`src/rtl/net_link_responder.sv`:
```
// Link-side endpoint for the processor's four-wire network handshake: frames outbound
// payloads, filters inbound frames by node ID into a small FIFO, and serves receive requests.
module net_link_responder #(
  parameter logic [1:0] NODE_ID    = 2'd0,
  parameter int         FIFO_DEPTH = 4
) (
  input  logic       clock,
  input  logic       reset,
  input  logic       req_send,
  input  logic [1:0] send_dest,
  input  logic [3:0] send_data,
  output logic       ack_sent,
  input  logic       req_receive,
  output logic       ack_received,
  output logic [3:0] recv_data,
  output logic       tx_valid,
  output logic [5:0] tx_frame,
  input  logic       tx_ready,
  input  logic       rx_valid,
  input  logic [5:0] rx_frame,
  output logic [2:0] fifo_count,
  output logic [7:0] drop_count
);

  localparam int AW = (FIFO_DEPTH > 1) ? $clog2(FIFO_DEPTH) : 1;
  localparam int CW = $clog2(FIFO_DEPTH + 1);

  typedef enum logic [1:0] {S_IDLE, S_TX, S_ACK, S_WAIT_LOW} send_state_t;
  typedef enum logic [1:0] {R_IDLE, R_ACK, R_WAIT_LOW} recv_state_t;

  // Both requests come from the divided processor clock.
  logic [1:0] send_sync_reg;
  logic [1:0] recv_sync_reg;
  logic       req_send_s;
  logic       req_receive_s;

  always_ff @(posedge clock) begin
    if (reset) begin
      send_sync_reg <= 2'b00;
      recv_sync_reg <= 2'b00;
    end else begin
      send_sync_reg <= {send_sync_reg[0], req_send};
      recv_sync_reg <= {recv_sync_reg[0], req_receive};
    end
  end

  assign req_send_s    = send_sync_reg[1];
  assign req_receive_s = recv_sync_reg[1];

  // Send path
  send_state_t send_state_reg, send_state_next;
  logic [5:0]  tx_frame_reg, tx_frame_next;
  logic        tx_valid_reg;
  logic        ack_sent_reg;

  always_comb begin
    send_state_next = send_state_reg;
    tx_frame_next   = tx_frame_reg;
    case (send_state_reg)
      S_IDLE: begin
        if (req_send_s) begin
          tx_frame_next   = {send_dest, send_data};
          send_state_next = S_TX;
        end
      end
      S_TX:       if (tx_ready) send_state_next = S_ACK;
      S_ACK:      if (!req_send_s) send_state_next = S_WAIT_LOW;
      S_WAIT_LOW: send_state_next = S_IDLE;
      default:    send_state_next = S_IDLE;
    endcase
  end

  always_ff @(posedge clock) begin
    if (reset) begin
      send_state_reg <= S_IDLE;
      tx_frame_reg   <= 6'd0;
      tx_valid_reg   <= 1'b0;
      ack_sent_reg   <= 1'b0;
    end else begin
      send_state_reg <= send_state_next;
      tx_frame_reg   <= tx_frame_next;
      tx_valid_reg   <= (send_state_next == S_TX);
      ack_sent_reg   <= (send_state_next == S_ACK);
    end
  end

  // Inbound FIFO
  logic [3:0]    mem [FIFO_DEPTH];
  logic [AW-1:0] wr_ptr_reg;
  logic [AW-1:0] rd_ptr_reg;
  logic [CW-1:0] count_reg;
  logic [7:0]    drop_count_reg;
  logic          fifo_full;
  logic          push;
  logic          pop;
  logic          drop;

  recv_state_t recv_state_reg, recv_state_next;
  logic [3:0]  recv_data_reg;
  logic        ack_received_reg;

  assign fifo_full = (count_reg == CW'(FIFO_DEPTH));
  assign pop       = (recv_state_reg == R_IDLE) && req_receive_s && (count_reg != '0);
  // A pop in the same cycle frees the slot, so a full FIFO still takes the frame.
  assign push      = rx_valid && (rx_frame[5:4] == NODE_ID) && (!fifo_full || pop);
  assign drop      = rx_valid && !push;

  always_ff @(posedge clock) begin
    if (push) mem[wr_ptr_reg] <= rx_frame[3:0];
  end

  always_ff @(posedge clock) begin
    if (reset) begin
      wr_ptr_reg     <= '0;
      rd_ptr_reg     <= '0;
      count_reg      <= '0;
      drop_count_reg <= 8'd0;
    end else begin
      if (push) wr_ptr_reg <= wr_ptr_reg + 1'b1;
      if (pop)  rd_ptr_reg <= rd_ptr_reg + 1'b1;
      case ({push, pop})
        2'b10:   count_reg <= count_reg + 1'b1;
        2'b01:   count_reg <= count_reg - 1'b1;
        default: count_reg <= count_reg;
      endcase
      if (drop && drop_count_reg != 8'hFF) drop_count_reg <= drop_count_reg + 8'd1;
    end
  end

  // Receive path
  always_comb begin
    recv_state_next = recv_state_reg;
    case (recv_state_reg)
      R_IDLE:     if (pop) recv_state_next = R_ACK;
      R_ACK:      if (!req_receive_s) recv_state_next = R_WAIT_LOW;
      R_WAIT_LOW: recv_state_next = R_IDLE;
      default:    recv_state_next = R_IDLE;
    endcase
  end

  always_ff @(posedge clock) begin
    if (reset) begin
      recv_state_reg   <= R_IDLE;
      recv_data_reg    <= 4'd0;
      ack_received_reg <= 1'b0;
    end else begin
      recv_state_reg   <= recv_state_next;
      ack_received_reg <= (recv_state_next == R_ACK);
      if (pop) recv_data_reg <= mem[rd_ptr_reg];
    end
  end

  assign ack_sent     = ack_sent_reg;
  assign tx_valid     = tx_valid_reg;
  assign tx_frame     = tx_frame_reg;
  assign ack_received = ack_received_reg;
  assign recv_data    = recv_data_reg;
  assign fifo_count   = 3'(count_reg);
  assign drop_count   = drop_count_reg;

endmodule

```
`config.mk`:
```
export PLATFORM = sky130hd
export DESIGN_NAME = net_link_responder
export DESIGN_NICKNAME = d
export VERILOG_FILES = /design/src/rtl/net_link_responder.sv
export SDC_FILE = /design/constraint.sdc
export NUM_CORES = 1
export LEC_CHECK = 0
export ABC_AREA = 1
export ABC_CLOCK_PERIOD_IN_PS = 1400
export BUFFER_PORTS_ARGS = -buffer_cell sky130_fd_sc_hd__buf_2
export CORE_UTILIZATION = 45
export DETAILED_ROUTE_END_ITERATION = 8
export GPL_TIMING_DRIVEN = 0
export PLACE_DENSITY = 0.67
export SLEW_MARGIN = 40
export SYNTH_ARGS = -nofsm -noshare
export SYNTH_HDL_FRONTEND = slang
export SYNTH_SLANG_ARGS = --single-unit
```
`constraint.sdc`:
```
create_clock -name clock -period 1.4 [get_ports clock]
set_input_delay 0.14 -clock clock [delete_from_list [all_inputs] [get_ports clock]]
set_output_delay 0.14 -clock clock [all_outputs]
set_load 0.01 [all_outputs]
```
==> qor.yml, run 1 <==
outcome: "finished with violations"
violations: "setup timing"
core_area_um2: 4790
slew_headroom_pct: 67.9
via_per_inst: 4.71
grt.overflow.total: 0
layout_common_cells: "45 x nor2_1, 42 x buf_2, 34 x nand2_1, 29 x inv_1, 29 x dfxtp_1"
cp_data_required_time_ns: 1.60
final_cells: 384
drt_iter0_drc: 87
grt_use_total_pct: 17.1
rr_endpoint: "fifo_count[2]"
postRouteAntennaNets: 0
start_kind: "flip-flop"
post-route-drc-count: 0
combPwrFrac_pct: 9.4
clkPwrFrac_pct: 34.2
cp_slowest_cell: "fa_2"
r2r_start: "recv_state_reg[1]"
clk_pin_slew_worst_paths_ns: 0.09
syn_area_um2: 2260
dpl.hpwl_mm: 2.97
switching_power_mw: 0.658
arrival_ns: 1.71
fin_worst_skew_ns: 0.00330
tightest_slew_ns: 0.482
cp_common_cell: "inv_2"
cp_num_cells: 11
setup_violations: 2
wl_per_cell_um: 10.8
rows: 25
final_common_cell: "nor2_1"
hold_viol_final: 0
hp-class: "input pin to flip-flop"
dr.pass1.iters: 6
drv_slew: 0
fin_hold_ws_ns: 0.0393
grt_setup_unrepaired: "true"
reg2reg_slack_ns: -0.12
htree_levels: 2
p_leak_nw: 1.23
drive_above_1_share_pct: 29.7
start_util_pct: 47.2
crit_fanout: 2
sw_frac_of_total_pct: 22.8
port_buffers: 39
period_share_pct: 108
antenna_cells: 0
cpPeakStageDelay_ns: 0.36
clk_latency_ns: 0.30
synth_cell_type_count: 32
critPathTopFamily: "simple AND/OR/NAND/NOR gates"
die_area_um2: 5310
yosysSeqAreaShare_pct: 53.2
path_cells: "inv_2 -> nand2_2 -> nor2_2 -> nand2_2 -> inv_2 -> nand2_4 -> fa_2 -> inv_2 -> nand4_1 -> a21oi_1 -> nor2_1"
clkSinkCount: 52
dieHeight_um: 72.9
grt_first_pass_wirelength_mm: 6.88
syn-instance-count: 264
power_density_nw_per_um2: 1050
clk_path_buf_depth: 2
place.gp.congestion: 0.800
grt_pass1_vias: 1581
worstSetupPathType: "flip-flop to flip-flop"
dp.cells: 370
finalCriticalPeriod_ns: 1.52
vias: 1808
layout_setup_ws_ns: -0.115
cts_buffers: 5
fp.dieW_um: 72.9
io_pins: 42
synth_warnings: 0
syn-num-nets: 288
ctsHoldBuffers: 0
grt_max_degree: 16
drt-total-wl_mm: 4.16
area_growth_pct: 22.0
largest_reg_flops: 16
clock-root-buffer: "clkbuf_8"
vdd_drop_max_uv: 561
seq_power_share_pct: 56.4
crit_path_start: "recv_state_reg[1]"
maxCapViolCount: 0
layout.nets: 340
ys_ff_latch: 52
tritoncts: "done"
finalPower_mw: 2.88
antenna_found_initial: 0
synth_area_per_cell_um2: 8.56
p_int_mw: 2.23
path_buf_inv: 3
timing.fmax_mhz: 660
crit_end: "fifo_count[2]"
crit_path_end_kind: "flip-flop"
r2r_cells: 11
## cell families (layout without fill, tap and decap cells)
family                     after synthesis  in the layout  synth area share [%]
AOI/OAI and AO/OA                       43             43                  10.5
xor gates and xnor gates                 1              1                 0.388
adders and majority gates                6              6                  3.65
buffers and inverters                   43             96                  7.86
DFF                                     52             52                  53.2
and+or+nand+nor                        119            119                  24.5
## worst register-to-register path: cells and delay by family, from the launching register on
kind,cells,cell delay (ns)
simple gates,6,0.40
fa+ha+maj,1,0.36
flops,1,0.33
buf+inv,3,0.17
compound gates,1,0.16
## worst min path at each step
stage,start,end,slack (ns),cells after the start
final,req_send,send_sync_reg[0],0.04,3
after global routing,req_send,send_sync_reg[0],0.04,3
after CTS,req_send,send_sync_reg[0],0.04,3
after detailed placement,req_send,send_sync_reg[0],0.35,3
after global placement,req_send,send_sync_reg[0],0.34,3
after floorplan,rx_frame[0],mem[0][0],0.24,0
## power groups by stage
stage	sequential [mW]	clock (mW)	combinational (mW)
after detailed placement	1.66	0	0.252
after CTS	1.62	1.00	0.262
after global placement	1.66	0	0.248
after floorplan	1.67	0	0.153
final	1.63	0.986	0.272
after global routing	1.63	1.06	0.311
## final cells by class
type	instances	area, µm²
Clock inverter	3	37.5
Fill cell	455	2030
Clock buffer	5	68.8
Multi-Input combinational cell	169	931
Sequential cell	52	1210
Buffer	7	51.3
Timing Repair Buffer	45	240
Inverter	36	135
Tap cell	67	83.8
## synth_stat cells
| library cell | number | area [µm²] |
|---|---|---|
| dfxtp_1 | 36 | 721 |
| xor2_1 | 1 | 8.76 |
| buf_1 | 1 | 3.75 |
| nand3_4 | 1 | 17.5 |
| nand2_4 | 1 | 11.3 |
| nor2_4 | 1 | 11.3 |
| nand2_1 | 36 | 135 |
| nand3b_4 | 1 | 20.0 |
| ha_1 | 5 | 62.6 |
| inv_2 | 3 | 11.3 |
| nand3_2 | 1 | 10.0 |
| clkbuf_2 | 1 | 5.00 |
| nand2_2 | 5 | 31.3 |
| clkinv_1 | 1 | 3.75 |
| nand4_1 | 8 | 50.1 |
| buf_2 | 3 | 15.0 |
| nor3_1 | 1 | 5.00 |
| fa_1 | 1 | 20.0 |
| nand3b_1 | 2 | 15.0 |
| o21ai_0 | 21 | 105 |
| a21oi_1 | 8 | 40.0 |
| inv_1 | 32 | 120 |
| a21oi_2 | 4 | 35.0 |
| buf_4 | 1 | 7.51 |
| nor4_1 | 1 | 6.26 |
| edfxtp_1 | 16 | 480 |
| nor2_1 | 52 | 195 |
| buf_6 | 1 | 11.3 |
| nand3_1 | 9 | 45.0 |
| a31oi_1 | 4 | 25.0 |
| o22ai_1 | 1 | 6.26 |
| o21ai_1 | 5 | 25.0 |
## through the flow
stage | utilization (%) | setup TNS, ns | cell area, µm² | setup slack [ns]
CTS | 56.9 | -0.158 | 2720 | -0.105
floorplan | - | -0.166 | 2280 | -0.0973
detailed placement | 53.5 | -2.68 | 2560 | -0.197
global placement | 53.5 | -2.29 | 2560 | -0.164
finish | 57.6 | -0.188 | 2760 | -0.115
global route | 57.6 | -2.13 | 2760 | -0.227
## what timing repair did
item / CTS / global route
gates resized for setup: 10 / 6
pin swaps: 4 / 3
endpoints found under the setup margin: 25 / 29
buffers inserted: 3 / 3
## layer usage
metal	global-route usage, %	part of all wire, %
met4	6.32	1.2
met2	28.8	46
met1	21.3	48
met5	0	0
met3	4.01	4.9
(Power assumes the default switching activity.)
==> inputs of run 2 (changes only) <==
--- a/config.mk
+++ b/config.mk
@@ -11,7 +11,9 @@
 export CORE_UTILIZATION = 45
 export DETAILED_ROUTE_END_ITERATION = 8
 export GPL_TIMING_DRIVEN = 0
+export HOLD_SLACK_MARGIN = 0.1
 export PLACE_DENSITY = 0.67
+export REMOVE_ABC_BUFFERS = 1
 export SLEW_MARGIN = 40
 export SYNTH_ARGS = -nofsm -noshare
 export SYNTH_HDL_FRONTEND = slang
==> qor.yml, run 2 (synthesis gave the netlist of run 1 again) <==
grt.overflow.total: 0  # unchanged
finalPower_mw: 2.83  # -1.9%
hold_viol_final: 0  # unchanged
antenna_cells: 0  # unchanged
place.gp.congestion: 0.734  # -8.2%
clk_pin_slew_worst_paths_ns: 0.09  # about the same
post-route-drc-count: 0  # unchanged
grt_first_pass_wirelength_mm: 7.07  # +2.7%
final_common_cell: "nor2_1"
cts_buffers: 5  # unchanged
layout_common_cells: "44 x nor2_1, 41 x buf_2, 33 x nand2_1, 31 x dfxtp_1, 28 x inv_1"
grt_max_degree: 20  # +4
crit_path_start: "recv_state_reg[1]"
p_int_mw: 2.17  # -2.7%
grt_setup_unrepaired: "true"
vias: 1820  # +0.66%
r2r_start: "recv_state_reg[1]"
crit_fanout: 2  # unchanged
switching_power_mw: 0.662  # +0.57%
dp.cells: 365  # -1.4%
start_kind: "flip-flop"
layout.nets: 344  # +1.2%
final_cells: 388  # +1.0%
grt_pass1_vias: 1557  # -1.5%
cp_slowest_cell: "fa_2"
clkSinkCount: 52  # unchanged
critPathTopFamily: "simple AND/OR/NAND/NOR gates"
path_cells: "inv_2 -> nand2_2 -> nor2_2 -> nand2_2 -> inv_4 -> nand2_4 -> fa_2 -> buf_4 -> nand3_2 -> nand3_1 -> nand2_1 -> nor2_1"
area_growth_pct: 24.5
htree_levels: 2  # unchanged
fin_worst_skew_ns: 0.00743  # +0.00413 ns
crit_path_end_kind: "flip-flop"
slew_headroom_pct: 62.8  # -5.1 points
drt-total-wl_mm: 4.28  # +3.0%
hp-class: "input pin to flip-flop"
drive_above_1_share_pct: 29.0  # -0.68 points
core_area_um2: 4790  # unchanged
met3_usage_pct: 3.73  # -0.28 points
rows: 25  # unchanged
largest_reg_flops: 16  # unchanged
drv_slew: 0  # unchanged
tightest_slew_ns: 0.558  # +0.0761 ns
postRouteAntennaNets: 0  # unchanged
maxCapViolCount: 0  # unchanged
port_buffers: 41  # +5.1%
fp.dieW_um: 72.9  # unchanged
worstSetupPathType: "flip-flop to flip-flop"
arrival_ns: 1.75  # +0.04 ns
tritoncts: "done"
use_met1_pct: 22.8  # +1.5 points
die_area_um2: 5310  # unchanged
clk_latency_ns: 0.30  # about the same
via_per_inst: 4.69  # -0.37%
grtUsageMet2_pct: 29.3  # +0.52 points
combPwrFrac_pct: 10.0  # +0.6 points
clock-root-buffer: "clkbuf_8"
cpPeakStageDelay_ns: 0.35  # about the same
seq_power_share_pct: 57.5  # +1.1 points
power_density_nw_per_um2: 1010  # -3.9%
clkPwrFrac_pct: 32.5  # -1.7 points
outcome: "finished with violations"
io_pins: 42  # unchanged
violations: "setup timing"
cp_common_cell: "nand2_2"
antenna_found_initial: 0  # unchanged
drt_iter0_drc: 117  # +34%
vdd_drop_max_uv: 487  # -13%
fin_util_pct: 58.8  # +1.2 points
top_usage_layer: "met2"
setup_violations: 2  # unchanged
period_share_pct: 111  # +3.1 points
finalCriticalPeriod_ns: 1.56  # +0.0441 ns
n_fill_cell: 434  # -4.6%
p_leak_nw: 1.23  # +0.59%
dpl.hpwl_mm: 2.78  # -6.6%
path_buf_inv: 3  # unchanged
clk_path_buf_depth: 2  # unchanged
start_util_pct: 47.2  # unchanged
timing.fmax_mhz: 641  # -2.8%
grt_use_total_pct: 17.6  # +0.54 points
wl_per_cell_um: 11.0  # +1.9%
sw_frac_of_total_pct: 23.4  # +0.58 points
dr.pass1.iters: 5  # -1
layout_setup_ws_ns: -0.159  # -0.0441 ns
dieHeight_um: 72.9  # unchanged
cp_data_required_time_ns: 1.59  # about the same
hold_start: "send_data[1]"
==> run 2: cell types whose count changed in the layout (fill, tap and decap cells not counted), sizes merged <==
cell         previous run  this run
bufinv                  1         0
dlygate4sd3             0        10
clkbuf                  6         8
clkinv                  3         1
buf                    51        46
==> run 2: through the flow <==
step           instance area (µm²)  setup TNS (ns)  setup slack (ns)  hold WS (ns)
2_1_floorplan                 2220          -0.523            -0.314         0.202
3_3_place_gp                  2510           -1.75            -0.417         0.345
3_5_place_dp                  2510           -2.17            -0.447         0.346
4_1_cts                       2760          -0.278            -0.175         0.101
5_1_grt                       2810           -2.07            -0.257         0.108
6_report                      2810          -0.253            -0.159        0.0990
==> run 2: worst paths after layout <==
path	end	slack, ns	cells past startpoint
min	tx_frame[1]	0.1	3
max	fifo_count[2]	-0.16	12
max reg2reg	fifo_count[2]	-0.16	12
min reg2reg	send_sync_reg[1]	0.41	2
==> run 2: power groups by stage <==
stage                     Clock (mW)  Combinational, mW  Sequential [mW]
final                          0.920              0.283             1.63
after global routing            1.01              0.325             1.63
after CTS                      0.939              0.268             1.62
after detailed placement           0              0.237             1.66
after global placement             0              0.233             1.66
after floorplan                    0              0.131             1.67
==> run 2: metal layers <==
metal	share of wire [%]	wire, µm
met4	1.4	58
met1	46	1960
met5	0	0
met3	2.8	120
met2	50	2140
==> run 2: worst register-to-register path, stage by stage (launching register included) <==
cell     delay [ns]
dfxtp_2        0.33
inv_2          0.05
nand2_2        0.06
nor2_2         0.09
nand2_2        0.08
inv_4          0.07
nand2_4        0.05
fa_2           0.35
buf_4          0.15
nand3_2        0.06
nand3_1        0.06
nand2_1        0.06
nor2_1         0.05
==> run 2: cell type report <==
| type | count | area [µm²] | area share, % |
|---|---|---|---|
| multi-input cells | 169 | 942 | 33.5 |
| flip-flops and latches | 52 | 1210 | 42.9 |
| inverters | 36 | 138 | 4.89 |
| repair buffers | 56 | 343 | 12.2 |
| well taps | 67 | 83.8 | 2.98 |
| clock buffers | 8 | 100 | 3.56 |
==> run 2: what timing repair did <==
action | CTS | global route
setup endpoints to repair | 18 | 27
pin swaps | 7 | 7
hold buffers | 10 | 0
buffers inserted | 3 | 3
cloned | 0 | 0
endpoints found under the hold margin | 22 | 0
resized for setup | 14 | 15
==> inputs of run 3 (changes only) <==
--- a/config.mk
+++ b/config.mk
@@ -8,11 +8,13 @@
 export ABC_AREA = 1
 export ABC_CLOCK_PERIOD_IN_PS = 1400
 export BUFFER_PORTS_ARGS = -buffer_cell sky130_fd_sc_hd__buf_2
-export CORE_UTILIZATION = 45
+export CELL_PAD_IN_SITES_DETAIL_PLACEMENT = 1
+export CELL_PAD_IN_SITES_GLOBAL_PLACEMENT = 2
+export CORE_UTILIZATION = 29
 export DETAILED_ROUTE_END_ITERATION = 8
 export GPL_TIMING_DRIVEN = 0
 export HOLD_SLACK_MARGIN = 0.1
-export PLACE_DENSITY = 0.67
+export PLACE_DENSITY = 0.72
 export REMOVE_ABC_BUFFERS = 1
 export SLEW_MARGIN = 40
 export SYNTH_ARGS = -nofsm -noshare
==> qor.yml, run 3 (synthesis gave the netlist of run 1 again) <==
cp_data_required_time_ns: 1.64  # +0.05 ns
io_pins: 42  # unchanged
switching_power_mw: 0.697  # +5.3%
layout.nets: 361  # +4.9%
clkPwrFrac_pct: 29.9  # -2.6 points
finalCriticalPeriod_ns: 1.52  # -0.0391 ns
clk_path_buf_depth: 2  # unchanged
antenna_found_initial: 0  # unchanged
worstSetupPathType: "flip-flop to flip-flop"
hold_viol_final: 0  # unchanged
rr_endpoint: "fifo_count[2]"
slew_headroom_pct: 58.6  # -4.2 points
p_leak_nw: 1.33  # +8.0%
port_buffers: 41  # unchanged
final_cells: 437  # +13%
r2r_cells: 12  # unchanged
crit_path_end_kind: "flip-flop"
drt-total-wl_mm: 5.16  # +21%
cts_buffers: 5  # unchanged
htree_levels: 2  # unchanged
sw_frac_of_total_pct: 25.0  # +1.6 points
start_kind: "flip-flop"
crit_end: "fifo_count[2]"
antenna_cells: 0  # unchanged
dr.pass1.iters: 4  # -1
n_fill_cell: 899  # +110%
wl_per_cell_um: 11.8  # +7.2%
drv_slew: 0  # unchanged
outcome: "finished with violations"
start_util_pct: 30.5  # -17 points
clkSinkCount: 52  # unchanged
dp.cells: 397  # +8.8%
core_area_um2: 7410  # +55%
tritoncts: "done"
post-route-drc-count: 0  # unchanged
dpl.hpwl_mm: 3.54  # +27%
grt_first_pass_wirelength_mm: 8.54  # +21%
grt_setup_unrepaired: "true"
drive_above_1_share_pct: 31.7  # +2.7 points
violations: "setup timing"
vias: 1934  # +6.3%
layout_common_cells: "46 x nor2_1, 41 x buf_2, 32 x nand2_1, 29 x inv_1, 29 x dfxtp_1"
vdd_drop_max_uv: 344  # -29%
setup_violations: 4  # +2
arrival_ns: 1.76  # about the same
area_growth_pct: 33.6
drt_iter0_drc: 30  # -74%
maxCapViolCount: 0  # unchanged
grt_pass1_vias: 1844  # +18%
finalPower_mw: 2.79  # -1.5%
final_common_cell: "nor2_1"
hp-class: "input pin to flip-flop"
r2r_start: "recv_state_reg[1]"
die_area_um2: 8150  # +53%
final_area_um2: 3020  # +7.2%
tightest_slew_ns: 0.620  # +0.0626 ns
combPwrFrac_pct: 11.7  # +1.7 points
power_density_nw_per_um2: 924  # -8.1%
dieHeight_um: 90.3  # +24%
grt.overflow.total: 0  # unchanged
crit_path_start: "recv_state_reg[1]"
clock-root-buffer: "clkbuf_8"
reg2reg_slack_ns: -0.12  # +0.04 ns
placed_cell_area_um2: 2550  # +1.6%
seq_power_share_pct: 58.4  # +0.9 points
grt_max_degree: 20  # unchanged
fp.dieW_um: 90.3  # +24%
timing.fmax_mhz: 658  # +2.6%
clk_latency_ns: 0.30  # about the same
fin_util_pct: 40.7  # -18 points
crit_fanout: 2  # unchanged
layout_setup_ws_ns: -0.120  # +0.0391 ns
p_int_mw: 2.09  # -3.5%
grt_use_total_pct: 13.0  # -4.6 points
period_share_pct: 109  # -2.8 points
largest_reg_flops: 16  # unchanged
via_per_inst: 4.43  # -5.7%
rows: 31  # +24%
place.gp.congestion: 0.688  # -6.3%
fin_worst_skew_ns: 0.00557  # -0.00186 ns
fin_tns_setup_ns: -0.432  # -0.179 ns
postRouteAntennaNets: 0  # unchanged
clk_pin_slew_worst_paths_ns: 0.09  # about the same
run 3: cell types whose count changed in the layout (fill, tap and decap cells not counted), sizes merged:
cell         before  now
inv              35   36
clkinvlp          0    2
clkbuf            8    5
dlygate4sd3      10   12
nand3b            3    4
nand3            11   12
buf              46   59
run 3: cell type report:
class / instances / area, µm² / share of cell area, %
repair buffers: 71 / 485 / 16.1
flip-flops and latches: 52 / 1210 / 40.2
multi-input cells: 171 / 968 / 32.1
clock inverters: 3 / 18.8 / 0.622
well taps: 99 / 124 / 4.10
clock buffers: 5 / 68.8 / 2.28
inverters: 36 / 140 / 4.64
run 3: worst min path at each step:
stage                        start          endpoint  slack, ns  depth (start not counted)
after floorplan              reset     drop_count[1]       0.20                          1
after global placement    req_send  send_sync_reg[0]       0.35                          3
after detailed placement  req_send  send_sync_reg[0]       0.35                          3
after CTS                 tx_ready          tx_valid       0.19                          4
after global routing         reset  send_sync_reg[0]       0.23                          2
final                     tx_ready          tx_valid       0.21                          4
run 3: critical path, stage by stage, from the launching register on:
cell and delay, ns:
dfxtp_2 0.33, inv_2 0.05, nand2_2 0.05, nor2_2 0.09
nand2_2 0.08, inv_4 0.07, nand2_4 0.04, fa_2 0.36
inv_2 0.05, nand4_1 0.09, nand3_1 0.09, nand2_1 0.05
nor2_1 0.10
run 3: power groups by stage:
| stage | Clock [mW] | Combinational [mW] | Sequential, mW |
|---|---|---|---|
| after floorplan | 0 | 0.131 | 1.67 |
| after global placement | 0 | 0.245 | 1.66 |
| after detailed placement | 0 | 0.250 | 1.66 |
| after CTS | 0.885 | 0.302 | 1.63 |
| after global routing | 0.937 | 0.371 | 1.64 |
| final | 0.833 | 0.326 | 1.63 |
run 3: repair_timing:
action,in CTS,in global routing
endpoints found under the setup margin,26,33
setup buffers,10,8
resized for setup,18,15
cloned,0,2
endpoints found under the hold margin,24,0
pin swaps,7,8
hold buffers,12,0
run 3: layer usage:
| layer | vias to the layer above | part of all wire [%] | track usage (%) |
|---|---|---|---|
| li1 | 1005 | - | - |
| met2 | 23 | 50 | 23.2 |
| met1 | 901 | 46 | 15.4 |
| met5 | - | 0 | 0 |
| met3 | 5 | 2.3 | 2.10 |
| met4 | 0 | 1.5 | 5.65 |
run 3: through the flow:
step	worst slack, ns	hold slack (ns)
after global placement	-0.486	0.349
after detailed placement	-0.521	0.351
after global routing	-0.254	0.230
after floorplan	-0.314	0.202
final	-0.120	0.210
after CTS	-0.228	0.194
